===== config.mk =====
export PLATFORM = sky130hd
export DESIGN_NAME = timer_counter_flat
export DESIGN_NICKNAME = d
export VERILOG_FILES = /design/src/rtl/timer_counter_if.sv /design/src/rtl/timer_counter.sv /design/src/flat_wrapper.sv
export SDC_FILE = /design/constraint.sdc
export NUM_CORES = 1
export LEC_CHECK = 0
export CORE_UTILIZATION = 40
export CTS_BUF_LIST = sky130_fd_sc_hd__clkbuf_8
export DETAILED_ROUTE_END_ITERATION = 12
export SYNTH_ARGS = -nofsm -noshare
export SYNTH_HDL_FRONTEND = slang
export SYNTH_SLANG_ARGS = --single-unit

===== constraint.sdc =====
create_clock -name clk -period 2.6 [get_ports clk]
set_input_delay 0.52 -clock clk [delete_from_list [all_inputs] [get_ports clk]]
set_output_delay 0.52 -clock clk [all_outputs]
set_load 0.02 [all_outputs]

===== src/rtl/timer_counter_if.sv =====
// Bus-side signal bundle for the countdown timer: word select, byte-lane
// write strobe/data, combinational read data and the interrupt request.
interface timer_counter_if;
  logic [1:0]  addr;
  logic        we;
  logic [3:0]  byteen;
  logic [31:0] wdata;
  logic [31:0] rdata;
  logic        irq;

  modport master (
    output addr,
    output we,
    output byteen,
    output wdata,
    input  rdata,
    input  irq
  );

  modport slave (
    input  addr,
    input  we,
    input  byteen,
    input  wdata,
    output rdata,
    output irq
  );
endinterface


===== src/rtl/timer_counter.sv =====
// Memory-mapped countdown timer: CTRL/PRESET/COUNT registers, a four-state
// load/count/interrupt FSM, one-shot and auto-reload modes.
module timer_counter #(
  parameter logic [31:0] PRESET_RST = 32'h0000_0000,
  parameter logic [1:0]  MODE_RST   = 2'b00
) (
  input  logic            clk,
  input  logic            reset,
  timer_counter_if.slave  bus
);

  typedef enum logic [1:0] {
    S_IDLE = 2'b00,
    S_LOAD = 2'b01,
    S_CNT  = 2'b10,
    S_INT  = 2'b11
  } state_t;

  localparam logic [1:0] A_CTRL   = 2'b00;
  localparam logic [1:0] A_PRESET = 2'b01;
  localparam logic [1:0] A_COUNT  = 2'b10;

  state_t      r_state;
  state_t      w_state_nxt;
  logic        r_en;
  logic [1:0]  r_mode;
  logic        r_im;
  logic [31:0] r_preset;
  logic [31:0] r_count;
  logic        r_irq_flag;

  logic        w_load;
  logic        w_dec;
  logic        w_set_flag;
  logic        w_clr_en;
  logic        w_reload_clr;
  logic        w_auto;
  logic        w_wr_ctrl;
  logic        w_wr_ctrl_b0;
  logic        w_wr_preset;

  function automatic logic [31:0] merge_lanes(
    input logic [31:0] old_val,
    input logic [31:0] new_val,
    input logic [3:0]  be
  );
    logic [31:0] res;
    res = old_val;
    for (int i = 0; i < 4; i++) begin
      if (be[i]) begin
        res[8*i +: 8] = new_val[8*i +: 8];
      end else begin
        res[8*i +: 8] = old_val[8*i +: 8];
      end
    end
    return res;
  endfunction

  assign w_auto       = (r_mode == 2'b01);
  assign w_wr_ctrl    = bus.we && (bus.addr == A_CTRL) && (bus.byteen != 4'b0000);
  assign w_wr_ctrl_b0 = w_wr_ctrl && bus.byteen[0];
  assign w_wr_preset  = bus.we && (bus.addr == A_PRESET);

  always_comb begin
    w_state_nxt  = r_state;
    w_load       = 1'b0;
    w_dec        = 1'b0;
    w_set_flag   = 1'b0;
    w_clr_en     = 1'b0;
    w_reload_clr = 1'b0;
    case (r_state)
      S_IDLE: begin
        if (r_en) begin
          w_state_nxt = S_LOAD;
        end else begin
          w_state_nxt = S_IDLE;
        end
      end
      S_LOAD: begin
        w_load      = 1'b1;
        w_state_nxt = S_CNT;
      end
      S_CNT: begin
        if (!r_en) begin
          w_state_nxt = S_IDLE;
        end else if (r_count == 32'd0) begin
          w_state_nxt = S_INT;
          w_set_flag  = 1'b1;
        end else begin
          w_dec = 1'b1;
        end
      end
      S_INT: begin
        if (w_auto) begin
          w_state_nxt  = S_LOAD;
          w_reload_clr = 1'b1;
        end else begin
          w_state_nxt = S_IDLE;
          w_clr_en    = 1'b1;
        end
      end
      default: begin
        w_state_nxt = S_IDLE;
      end
    endcase
  end

  always_ff @(posedge clk or negedge reset) begin
    if (!reset) begin
      r_state <= S_IDLE;
    end else begin
      r_state <= w_state_nxt;
    end
  end

  // A CPU write to CTRL lane 0 takes priority over the FSM clearing en.
  always_ff @(posedge clk or negedge reset) begin
    if (!reset) begin
      r_en   <= 1'b0;
      r_mode <= MODE_RST;
      r_im   <= 1'b0;
    end else if (w_wr_ctrl_b0) begin
      r_en   <= bus.wdata[0];
      r_mode <= bus.wdata[2:1];
      r_im   <= bus.wdata[3];
    end else if (w_clr_en) begin
      r_en <= 1'b0;
    end
  end

  always_ff @(posedge clk or negedge reset) begin
    if (!reset) begin
      r_preset <= PRESET_RST;
    end else if (w_wr_preset) begin
      r_preset <= merge_lanes(r_preset, bus.wdata, bus.byteen);
    end
  end

  always_ff @(posedge clk or negedge reset) begin
    if (!reset) begin
      r_count <= 32'd0;
    end else if (w_load) begin
      r_count <= r_preset;
    end else if (w_dec) begin
      r_count <= r_count - 32'd1;
    end
  end

  // Setting the flag wins over a coincident CTRL write so no expiry is lost.
  always_ff @(posedge clk or negedge reset) begin
    if (!reset) begin
      r_irq_flag <= 1'b0;
    end else if (w_set_flag) begin
      r_irq_flag <= 1'b1;
    end else if (w_wr_ctrl || w_reload_clr) begin
      r_irq_flag <= 1'b0;
    end
  end

  always_comb begin
    bus.rdata = 32'h0000_0000;
    case (bus.addr)
      A_CTRL:   bus.rdata = {28'd0, r_im, r_mode, r_en};
      A_PRESET: bus.rdata = r_preset;
      A_COUNT:  bus.rdata = r_count;
      default:  bus.rdata = 32'h0000_0000;
    endcase
  end

  assign bus.irq = r_irq_flag & r_im;

endmodule


===== src/flat_wrapper.sv =====
// flat-port wrapper written by rule: the top's interface ports become plain ports
module timer_counter_flat 
#(
  parameter logic [31:0] PRESET_RST = 32'h0000_0000,
  parameter logic [1:0]  MODE_RST   = 2'b00
)
  (clk, reset, bus_addr, bus_we, bus_byteen, bus_wdata, bus_rdata, bus_irq);
  timer_counter_if bus_i ();
  input  logic clk;
  input  logic reset;
  input wire logic [$bits(bus_i.addr)-1:0] bus_addr;
  input wire logic [$bits(bus_i.we)-1:0] bus_we;
  input wire logic [$bits(bus_i.byteen)-1:0] bus_byteen;
  input wire logic [$bits(bus_i.wdata)-1:0] bus_wdata;
  output wire logic [$bits(bus_i.rdata)-1:0] bus_rdata;
  output wire logic [$bits(bus_i.irq)-1:0] bus_irq;
  assign bus_i.addr = bus_addr;
  assign bus_i.we = bus_we;
  assign bus_i.byteen = bus_byteen;
  assign bus_i.wdata = bus_wdata;
  assign bus_rdata = bus_i.rdata;
  assign bus_irq = bus_i.irq;
  timer_counter #(.PRESET_RST(PRESET_RST), .MODE_RST(MODE_RST)) u_core (.clk(clk), .reset(reset), .bus(bus_i));
endmodule

=== Word level (Yosys, flattened, before mapping) ===
Index checks and enable logic that the tools add are counted.

* Bits in registers: 71
* Latch bits: 0
* Bits in writable memories: 0
* Bits in read-only memories: 0
* Memories: 0

* Add/sub/neg operators: 1
* $mul: 0
* Divide/modulo/power cells: 0
* Magnitude comparators: 0
* Equal/unequal tests: 7
* Shifts and indexed selects: 0
* Mux-type cells: 23
* Bitwise gates (word level): 1
* Reductions and logical operators: 16

{| class="wikitable"
|+ Operator list
! cell !! number
|-
| 32-bit one-hot mux with 3 select lines || 1
|-
| 32-bit 2-to-1 mux || 2
|-
| 32-bit logical NOT || 1
|-
| 32-bit by 1-bit subtractor with 32-bit output (second input constant) || 1
|-
| 1-bit 2-to-1 mux || 17
|-
| 2-bit one-hot mux with 4 select lines || 1
|-
| 2-bit AND reduction || 4
|-
| 2-bit by 1-bit == test with 1-bit output (second input constant) || 3
|-
| 2-bit == test (second input constant) || 3
|-
| 2-bit nonzero test || 3
|-
| 1-bit logical AND || 4
|-
| 2-bit logical NOT || 2
|-
| 2-bit 2-to-1 mux || 2
|-
| 4-bit nonzero test || 1
|-
| 3-bit != test (second input constant) || 1
|-
| 1-bit AND || 1
|-
| 1-bit logical OR || 1
|}

=== Longest topological paths before layout ===
Gate-level depths: netlist of run 1.

* Depth after elaboration: 6
* Depth in mapped cells: 9
* Gate-level depth less buffers: 7

=== Least setup slack after synthesis of run 1 ===
OpenSTA, ideal clock, no wires.

* Path type: input port to output port
* Start point: in bus_addr[0]
* End point: out bus_rdata[10]
* Arrival time: 2.009 ns
* Data required time: 2.080 ns
* Slack: 0.071 ns
* Stages on the path: 6
* Path buffers: 4
* Cells stage by stage: clkbuf_1 > nor2b_1 > clkbuf_1 > clkbuf_1 > buf_1 > a22o_1

* Longest elaborated chain between the ends: 2
* Elaborated cells between the ends (all ways): 4
* Those cells by class: eq/ne (2); mux (1); reduce/logical (1)

{| class="wikitable"
|+ Ends and longest elaborated chain
! item !! RTL line !! text
|-
| start, declared || flat_wrapper.sv:11 || <nowiki>input wire logic [$bits(bus_i.addr)-1:0] bus_addr;</nowiki>
|-
| 2-bit == test, or another cell as far along || timer_counter.sv:162 || <nowiki>case (bus.addr)</nowiki>
|-
| 32-bit one-hot mux with 3 select lines (*) || timer_counter.sv:162 ||
|-
| end, declared || flat_wrapper.sv:15 || <nowiki>output wire logic [$bits(bus_i.rdata)-1:0] bus_rdata;</nowiki>
|}

Every way passes the cells marked *; elsewhere a longest branch is shown, timed or not.

=== Final worst setup path of run 1 ===
* Start point: in bus_addr[1]
* End point: out bus_rdata[23]

The elaborated chain is that of the path after synthesis.

==> metrics.md, run 1 <==
| Metric | Value |
|---|---|
| Fillers | `874` |
| Iteration-0 DRC Markers | `153` |
| Post-synth EDFFs | `0` |
| Via count | `3439` |
| Die height | `101 um` |
| Internal power | `2.97 mW` |
| Area grow syn2layout | `31.9%` |
| Post-DP HPWL | `7180 um` |
| Global-route wire length before repair | `17300 um` |
| CTS H-tree depth | `3` |
| Skew final | `0.0131 ns` |
| Lkg Pwr | `2.22 nW` |
| Slew Limit Fails | `0` |
| Num Clock Sinks | `71` |
| Share of layout cells above drive strength 1 | `20.5%` |
| Clock Power Share | `20.7%` |
| DRT Pass-1 Iters | `4` |
| Total CTS buffers | `9` |
| RSZ-0062 raised after global routing | `false` |
| Final Instance Area | `5160 sq um` |
| Post-Syn Area | `3910 sq um` |
| Logic pwr share | `39.8%` |
| Placement Cell Area | `4960 sq um` |
| Remaining DRCs | `0` |
| Pin count of the biggest net entering global routing | `72` |
| Starting Density | `41.7%` |
| Avg WL per Cell | `17.0 um` |
| Final hold violation count | `0` |
| Crit path launch type | `primary input` |
| Flops & latches, synth | `71` |
| Final min period | `2.48 ns` |
| Longest Clk Path Bufs | `2` |
| Final cell utilization of the core | `55.0%` |
| Routability cong. | `0.821` |
| Total Die Area | `10200 sq um` |
| Worst-path fanout max | `21` |
| Reg power frac | `39.5%` |
| VDD IR max | `0.000435 V` |
| Final antenna-violating net count | `0` |
| Setup TNS | `0 ns` |
| Crit. End Element | `primary output` |
| Async SR Flop Fraction | `100%` |
| Root Buffer | `clkbuf_8` |
| Worst-path clk slew | `0.08 ns` |
| Critical Path RT | `2.08 ns` |
| Synth Flop Type | `dfrtp_1` |
| Overflow after GRT | `0` |
| Net Switching | `1.95 mW` |
| Final WL | `10300 um` |
| Post-CTS Setup Bufs | `0` |
| Final cell count without fillers | `603` |
| PD cells | `953 nW/um^2` |
| Syn_nets | `420` |
| Maximum clock rate | `0.403 GHz` |
| Final setup vio count | `0` |
| Row count | `35` |
| Antenna violations before repair | `0` |
| Die W | `101 um` |
| Cts hold-fix bufs | `0` |
| Mapped Cells | `378` |
| Hold Crit Class | `in2async` |
| Port-buffer cells | `73` |
| Total chip power | `4.91 mW` |
| Synth Area per Inst | `10.3 sq um` |
| Vias in the first global route | `3466` |
| Yosys cell types | `60` |
| Rel. slew slack | `59.2%` |
| Worst slew pin tran | `0.607 ns` |
| Sw frac | `39.6%` |
| # diodes | `0` |
| Clock Latency Late Sink | `0.35 ns` |
| Core box area | `9370 sq um` |
| # IOs | `74` |
| Vias per inst | `5.70` |
| CTS tree | `built` |
| Seq/Total Area, Yosys | `45.4%` |
| Total Nets Final | `511` |
| Setup CP Type | `in2out` |
| Final Cycle Share | `95.5%` |
| Outcome | `completed` |
| Warnings from Yosys | `0` |
| Total GRT Usage | `21.8%` |
| # placed instances | `587` |
| WP data arrival | `1.96 ns` |
| # Max-Cap Violations | `0` |
-- cell families (layout without fill, tap and decap cells) --
family                     count (synthesis)  after routing  share of synthesized area [%]
and+or+nand+nor                          129            129                           18.1
AOI/OAI and AO/OA                        106            106                           21.3
DFF                                       71             71                           45.4
muxes                                     39             39                           11.1
buffers and inverters                     32            128                           3.77
adders and majority gates                  1              1                          0.320
-- Yosys cell counts, drive strengths merged (2+ instances only) --
library cell  number  area [sq um]
dfrtp             71          1780
nand2             40           150
mux2              35           394
a22o              28           245
nand3             23           115
clkbuf            17          63.8
o21ai             13          65.1
nor4              12          93.8
nor2              10          37.5
nor3              10          66.3
o211ai            10          75.1
or4                9          75.1
buf                8          57.6
o311ai             8          70.1
a21oi              7          35.0
inv                7          26.3
a221o              6          60.1
or3                5          31.3
a211o              4          35.0
a22oi              4          30.0
a31oi              4          31.3
mux2i              4          40.0
nand2b             4          25.0
nor2b              4          25.0
o21bai             3          22.5
a21o               2          15.0
a32oi              2          17.5
and3               2          12.5
o221ai             2          17.5
o2bb2ai            2          17.5
o31ai              2          15.0
or2                2          12.5
-- sequential cells by signal, indices dropped and copies added (netlist names) --
signal             flops
u_core.r_preset       32
u_core.r_count        32
u_core.r_irq_flag      1
u_core.r_state         2
u_core.r_im            1
u_core.r_en            1
u_core.r_mode          2
-- routing by layer --
metal  part of all wire (%)  global-route usage [%]  up-vias
met5                      0                       0        -
met2                     47                    34.9       88
met3                    4.1                    3.88       13
met1                     48                    30.3     1684
li1                       -                       -     1654
met4                    1.3                    6.13        0
-- power groups by stage --
stage	Sequential, mW	Combinational, mW	Clock (mW)
after floorplan	1.80	1.42	0
after global placement	1.95	1.99	0
after detailed placement	1.95	2.03	0
after CTS	1.94	1.96	1.04
after global routing	2.01	2.16	1.08
final	1.94	1.95	1.02
-- critical path: stages --
cell,delay [ns]
clkdlybuf4s50_1,0.45
buf_4,0.16
nor2b_4,0.14
buf_12,0.17
a22o_1,0.17
dlygate4sd2_1,0.33
-- timing repair --
item                                    CTS  global route
hold endpoints to repair                  0             0
resized for setup                        32             1
endpoints found under the setup margin   32             3
-- final timing paths --
check | startpoint | endpoint | slack, ns | cells past startpoint
min in group clk | u_core.r_preset[21] | u_core.r_count[21] | 0.52 | 2
min | reset | u_core.r_preset[30] | 0.19 | 2
min reg2reg | u_core.r_preset[21] | u_core.r_count[21] | 0.52 | 2
max in group asynchronous | reset | u_core.r_count[7] | 2.10 | 2
max reg2reg | u_core.r_count[0] | u_core.r_count[7] | 0.18 | 8
max | bus_addr[1] | bus_rdata[23] | 0.12 | 6
-- cells in the final DEF (no fill, tap or decap), drive strengths merged, types with 2 or more instances in the layout --
| cell | instances |
|---|---|
| a211o | 4 |
| a21o | 2 |
| a21oi | 7 |
| a221o | 6 |
| a22o | 28 |
| a22oi | 4 |
| a31oi | 4 |
| a32oi | 2 |
| and3 | 2 |
| buf | 33 |
| bufinv | 2 |
| clkbuf | 10 |
| clkdlybuf4s50 | 40 |
| clkinvlp | 2 |
| dfrtp | 71 |
| dlygate4sd2 | 32 |
| inv | 8 |
| mux2 | 35 |
| mux2i | 4 |
| nand2 | 40 |
| nand2b | 4 |
| nand3 | 23 |
| nor2 | 10 |
| nor2b | 4 |
| nor3 | 10 |
| nor4 | 12 |
| o211ai | 10 |
| o21ai | 13 |
| o21bai | 3 |
| o221ai | 2 |
| o2bb2ai | 2 |
| o311ai | 8 |
| o31ai | 2 |
| or2 | 2 |
| or3 | 5 |
| or4 | 9 |
-- cell type report --
| type | count | area (sq um) | area share (%) |
|---|---|---|---|
| Clock buffer | 10 | 138 | 2.67 |
| Clock inverter | 6 | 92.6 | 1.80 |
| Inverter | 7 | 26.3 | 0.509 |
| Multi-Input combinational cell | 275 | 2000 | 38.8 |
| Sequential cell | 71 | 1780 | 34.4 |
| Tap cell | 129 | 161 | 3.13 |
| Timing Repair Buffer | 105 | 963 | 18.7 |
-- through the flow --
stage	hold slack, ns	worst slack [ns]
after floorplan	0.224	0.0713
after global placement	0.493	-0.211
after detailed placement	0.499	-0.212
after CTS	0.192	0.0456
after global routing	0.215	0.0351
final	0.187	0.117
(Power assumes the default switching activity.)
==> inputs of run 2 (changes only) <==
- clock period: 2.6 -> 3 ns (I/O delays scaled with it)
==> run 2 against run 1 <==
Net effect:
- sequential power is 12% lower
- clock skew is 0.0060 ns lower
- clock-buffer cell count stayed put
- total power is 15% lower
- sequential cell count stayed put
- design area is 0.87% lower
- die area stayed put
- sequential share of layout area is 0.30 points higher
- combinational power is 13% lower
- register-to-register slack better by 0.24 ns
- global-route usage is 0.68 points higher
- largest cell class unchanged
==> metrics.md, run 2 (same netlist as run 1, synthesis figures left out) <==
| Metric | Value |
|---|---|
| # diodes | `0 (unchanged)` |
| Clock Latency Late Sink | `0.35 ns (about the same)` |
| Avg WL per Cell | `17.7 um (was 17.0 um)` |
| Total GRT Usage | `22.5% (was 21.8%)` |
| Final WL | `10500 um (was 10300 um)` |
| Worst-path cell chain | `clkdlybuf4s50_1 > nor2b_2 > buf_12 > nand2_1 > o21ai_0 > clkdlybuf4s50_1 (was clkdlybuf4s50_1 > buf_4 > nor2b_4 > buf_12 > a22o_1 > dlygate4sd2_1)` |
| CTS H-tree depth | `3 (unchanged)` |
| Post-CTS Setup Bufs | `0 (unchanged)` |
| Die W | `101 um (unchanged)` |
| Final hold slack | `0.311 ns (was 0.187 ns)` |
| Most frequent cells in the layout | `71 x dfrtp_1, 43 x clkdlybuf4s50_1, 40 x nand2_1, 35 x mux2_2, 28 x a22o_1 (was 71 x dfrtp_1, 40 x nand2_1, 40 x clkdlybuf4s50_1, 35 x mux2_2, 32 x dlygate4sd2_1)` |
| Core box area | `9370 sq um (unchanged)` |
| Net Switching | `1.69 mW (was 1.95 mW)` |
| Via count | `3461 (was 3439)` |
| VDD IR max | `0.000359 V (was 0.000435 V)` |
| Total chip power | `4.17 mW (was 4.91 mW)` |
| Final setup vio count | `0 (unchanged)` |
| Biggest regs | `u_core.r_count (32), u_core.r_preset (32) (unchanged)` |
| Total Nets Final | `502 (was 511)` |
| Sw frac | `40.5% (was 39.6%)` |
| Pin count of the biggest net entering global routing | `41 (was 72)` |
| Hold Crit Class | `in2async (unchanged)` |
| Outcome | `completed (unchanged)` |
| Num Clock Sinks | `71 (unchanged)` |
| RSZ-0062 raised after global routing | `false (unchanged)` |
| Worst-path clk slew | `0.08 ns (about the same)` |
| Maximum clock rate | `0.343 GHz` |
| Logic pwr share | `40.4% (was 39.8%)` |
| Global-route wire length before repair | `17700 um (was 17300 um)` |
| Die height | `101 um (unchanged)` |
| WP data arrival | `2.32 ns (was 1.96 ns)` |
| # Max-Cap Violations | `0 (unchanged)` |
| Post-DP HPWL | `7360 um (was 7180 um)` |
| Fillers | `871 (was 874)` |
| Slew Limit Fails | `0 (unchanged)` |
| Final antenna-violating net count | `0 (unchanged)` |
| Reg power frac | `40.8% (was 39.5%)` |
| PD cells | `816 nW/um^2 (was 953 nW/um^2)` |
| Starting Density | `41.7% (unchanged)` |
| Worst-path fanout max | `32 (was 21)` |
| Crit. End Element | `primary output (unchanged)` |
| Iteration-0 DRC Markers | `156 (was 153)` |
| Cell mode on critical path | `clkdlybuf4s50_1` |
| Row count | `35 (unchanged)` |
| Vias in the first global route | `3532 (was 3466)` |
| Internal power | `2.48 mW (was 2.97 mW)` |
| Crit path launch type | `primary input (unchanged)` |
| Setup CP Type | `in2out (unchanged)` |
| Total CTS buffers | `9 (unchanged)` |
| Critical Path RT | `2.40 ns (was 2.08 ns)` |
| Final min period | `2.92 ns` |
| Longest Clk Path Bufs | `2 (unchanged)` |
| Skew final | `0.00714 ns (was 0.0131 ns)` |
| Port-buffer cells | `73 (unchanged)` |
| Vias per inst | `5.83 (was 5.70)` |
| Root Buffer | `clkbuf_8 (unchanged)` |
| CTS tree | `built (unchanged)` |
| Final cell utilization of the core | `54.6% (was 55.0%)` |
| Routability cong. | `0.833 (was 0.821)` |
| # IOs | `74 (unchanged)` |
| Antenna violations before repair | `0 (unchanged)` |
| Final Cycle Share | `97.2%` |
| Lkg Pwr | `2.34 nW (was 2.22 nW)` |
| Clock Power Share | `18.8% (was 20.7%)` |
| Rel. slew slack | `49.5% (was 59.2%)` |
| Share of layout cells above drive strength 1 | `18.7% (was 20.5%)` |
| Area grow syn2layout | `30.7% (was 31.9%)` |
| Commonest non-fill, non-tap cell in the layout | `dfrtp_1 (unchanged)` |
| Worst slew pin tran | `0.758 ns (was 0.607 ns)` |
| Worst path max stage delay | `0.62 ns (was 0.45 ns)` |
| Total Die Area | `10200 sq um (unchanged)` |
| Overflow after GRT | `0 (unchanged)` |
| CP max-delay cell | `clkdlybuf4s50_1 (unchanged)` |
| Remaining DRCs | `0 (unchanged)` |
| DRT Pass-1 Iters | `5 (was 4)` |
| Final hold violation count | `0 (unchanged)` |
==> run 2: changes by cell type in the layout (fill, tap and decap cells not counted), sizes merged, moves of 3 or more <==
cell / previous run / this run
dlygate4sd2: 32 / 14
clkdlybuf4s50: 40 / 43
dlymetal6s2s: 0 / 15
buf: 33 / 24
==> run 2: power groups by stage <==
stage,sequential (mW),clock [mW],combinational [mW]
floorplan,1.56,0,1.23
global placement,1.70,0,1.68
detailed placement,1.70,0,1.72
CTS,1.69,0.804,1.71
global route,1.76,0.841,1.86
finish,1.70,0.784,1.69
==> run 2: worst paths after layout <==
check | startpoint | to | slack (ns) | cells after the start
setup / recovery | bus_addr[1] | bus_rdata[1] | 0.08 | 6
hold / removal | reset | u_core.r_preset[28] | 0.31 | 1
setup reg to reg | u_core.r_count[0] | u_core.r_count[22] | 0.42 | 8
hold reg to reg | u_core.r_preset[21] | u_core.r_count[21] | 0.52 | 2
max in group asynchronous | reset | u_core.r_preset[15] | 2.01 | 2
min in group clk | u_core.r_preset[21] | u_core.r_count[21] | 0.52 | 2
==> run 2: layer usage <==
| layer | vias to the layer above | GRT usage (%) | share of wire [%] |
|---|---|---|---|
| met2 | 89 | 38.0 | 49 |
| met5 | - | 0 | 0 |
| li1 | 1630 | - | - |
| met1 | 1734 | 29.5 | 47 |
| met4 | 0 | 5.02 | 0.80 |
| met3 | 8 | 4.92 | 3.6 |
==> run 2: through the flow <==
| step | instances | area (sq um) | TNS [ns] | setup WS, ns |
|---|---|---|---|---|
| 6_report | 594 | 5110 | 0 | 0.0835 |
| 5_1_grt | 594 | 5110 | 0 | 0.000986 |
| 4_1_cts | 594 | 5070 | 0 | 0.00220 |
| 3_5_place_dp | 578 | 4890 | -0.0207 | -0.00701 |
| 3_3_place_gp | 578 | 4890 | -0.406 | -0.0287 |
| 2_1_floorplan | 378 | 3910 | 0 | 0.311 |
==> run 2: worst max-delay path, delay by kind of cell <==
| family | cells | cell delay (ns) |
|---|---|---|
| AND/OR/NAND/NOR | 2 | 0.27 |
| AO/OA/AOI/OAI | 1 | 0.07 |
| buffers and inverters | 3 | 1.36 |
==> run 2: final cells by class <==
type / count / area, sq um / share of cell area, %
tap: 129 / 161 / 3.16
clock buffer: 10 / 138 / 2.69
inverter: 7 / 26.3 / 0.514
clock inverter: 6 / 60.1 / 1.17
sequential: 71 / 1780 / 34.8
timing repair buffer: 96 / 956 / 18.7
multi-input combinational: 275 / 1990 / 39.0
==> run 2: repair_timing <==
item                                    4_1_cts  5_1_grt
endpoints found under the setup margin       14       15
gates resized for setup                      14       15
endpoints found under the hold margin         0        0
hold buffers                                  0        0
gates cloned                                  0        0
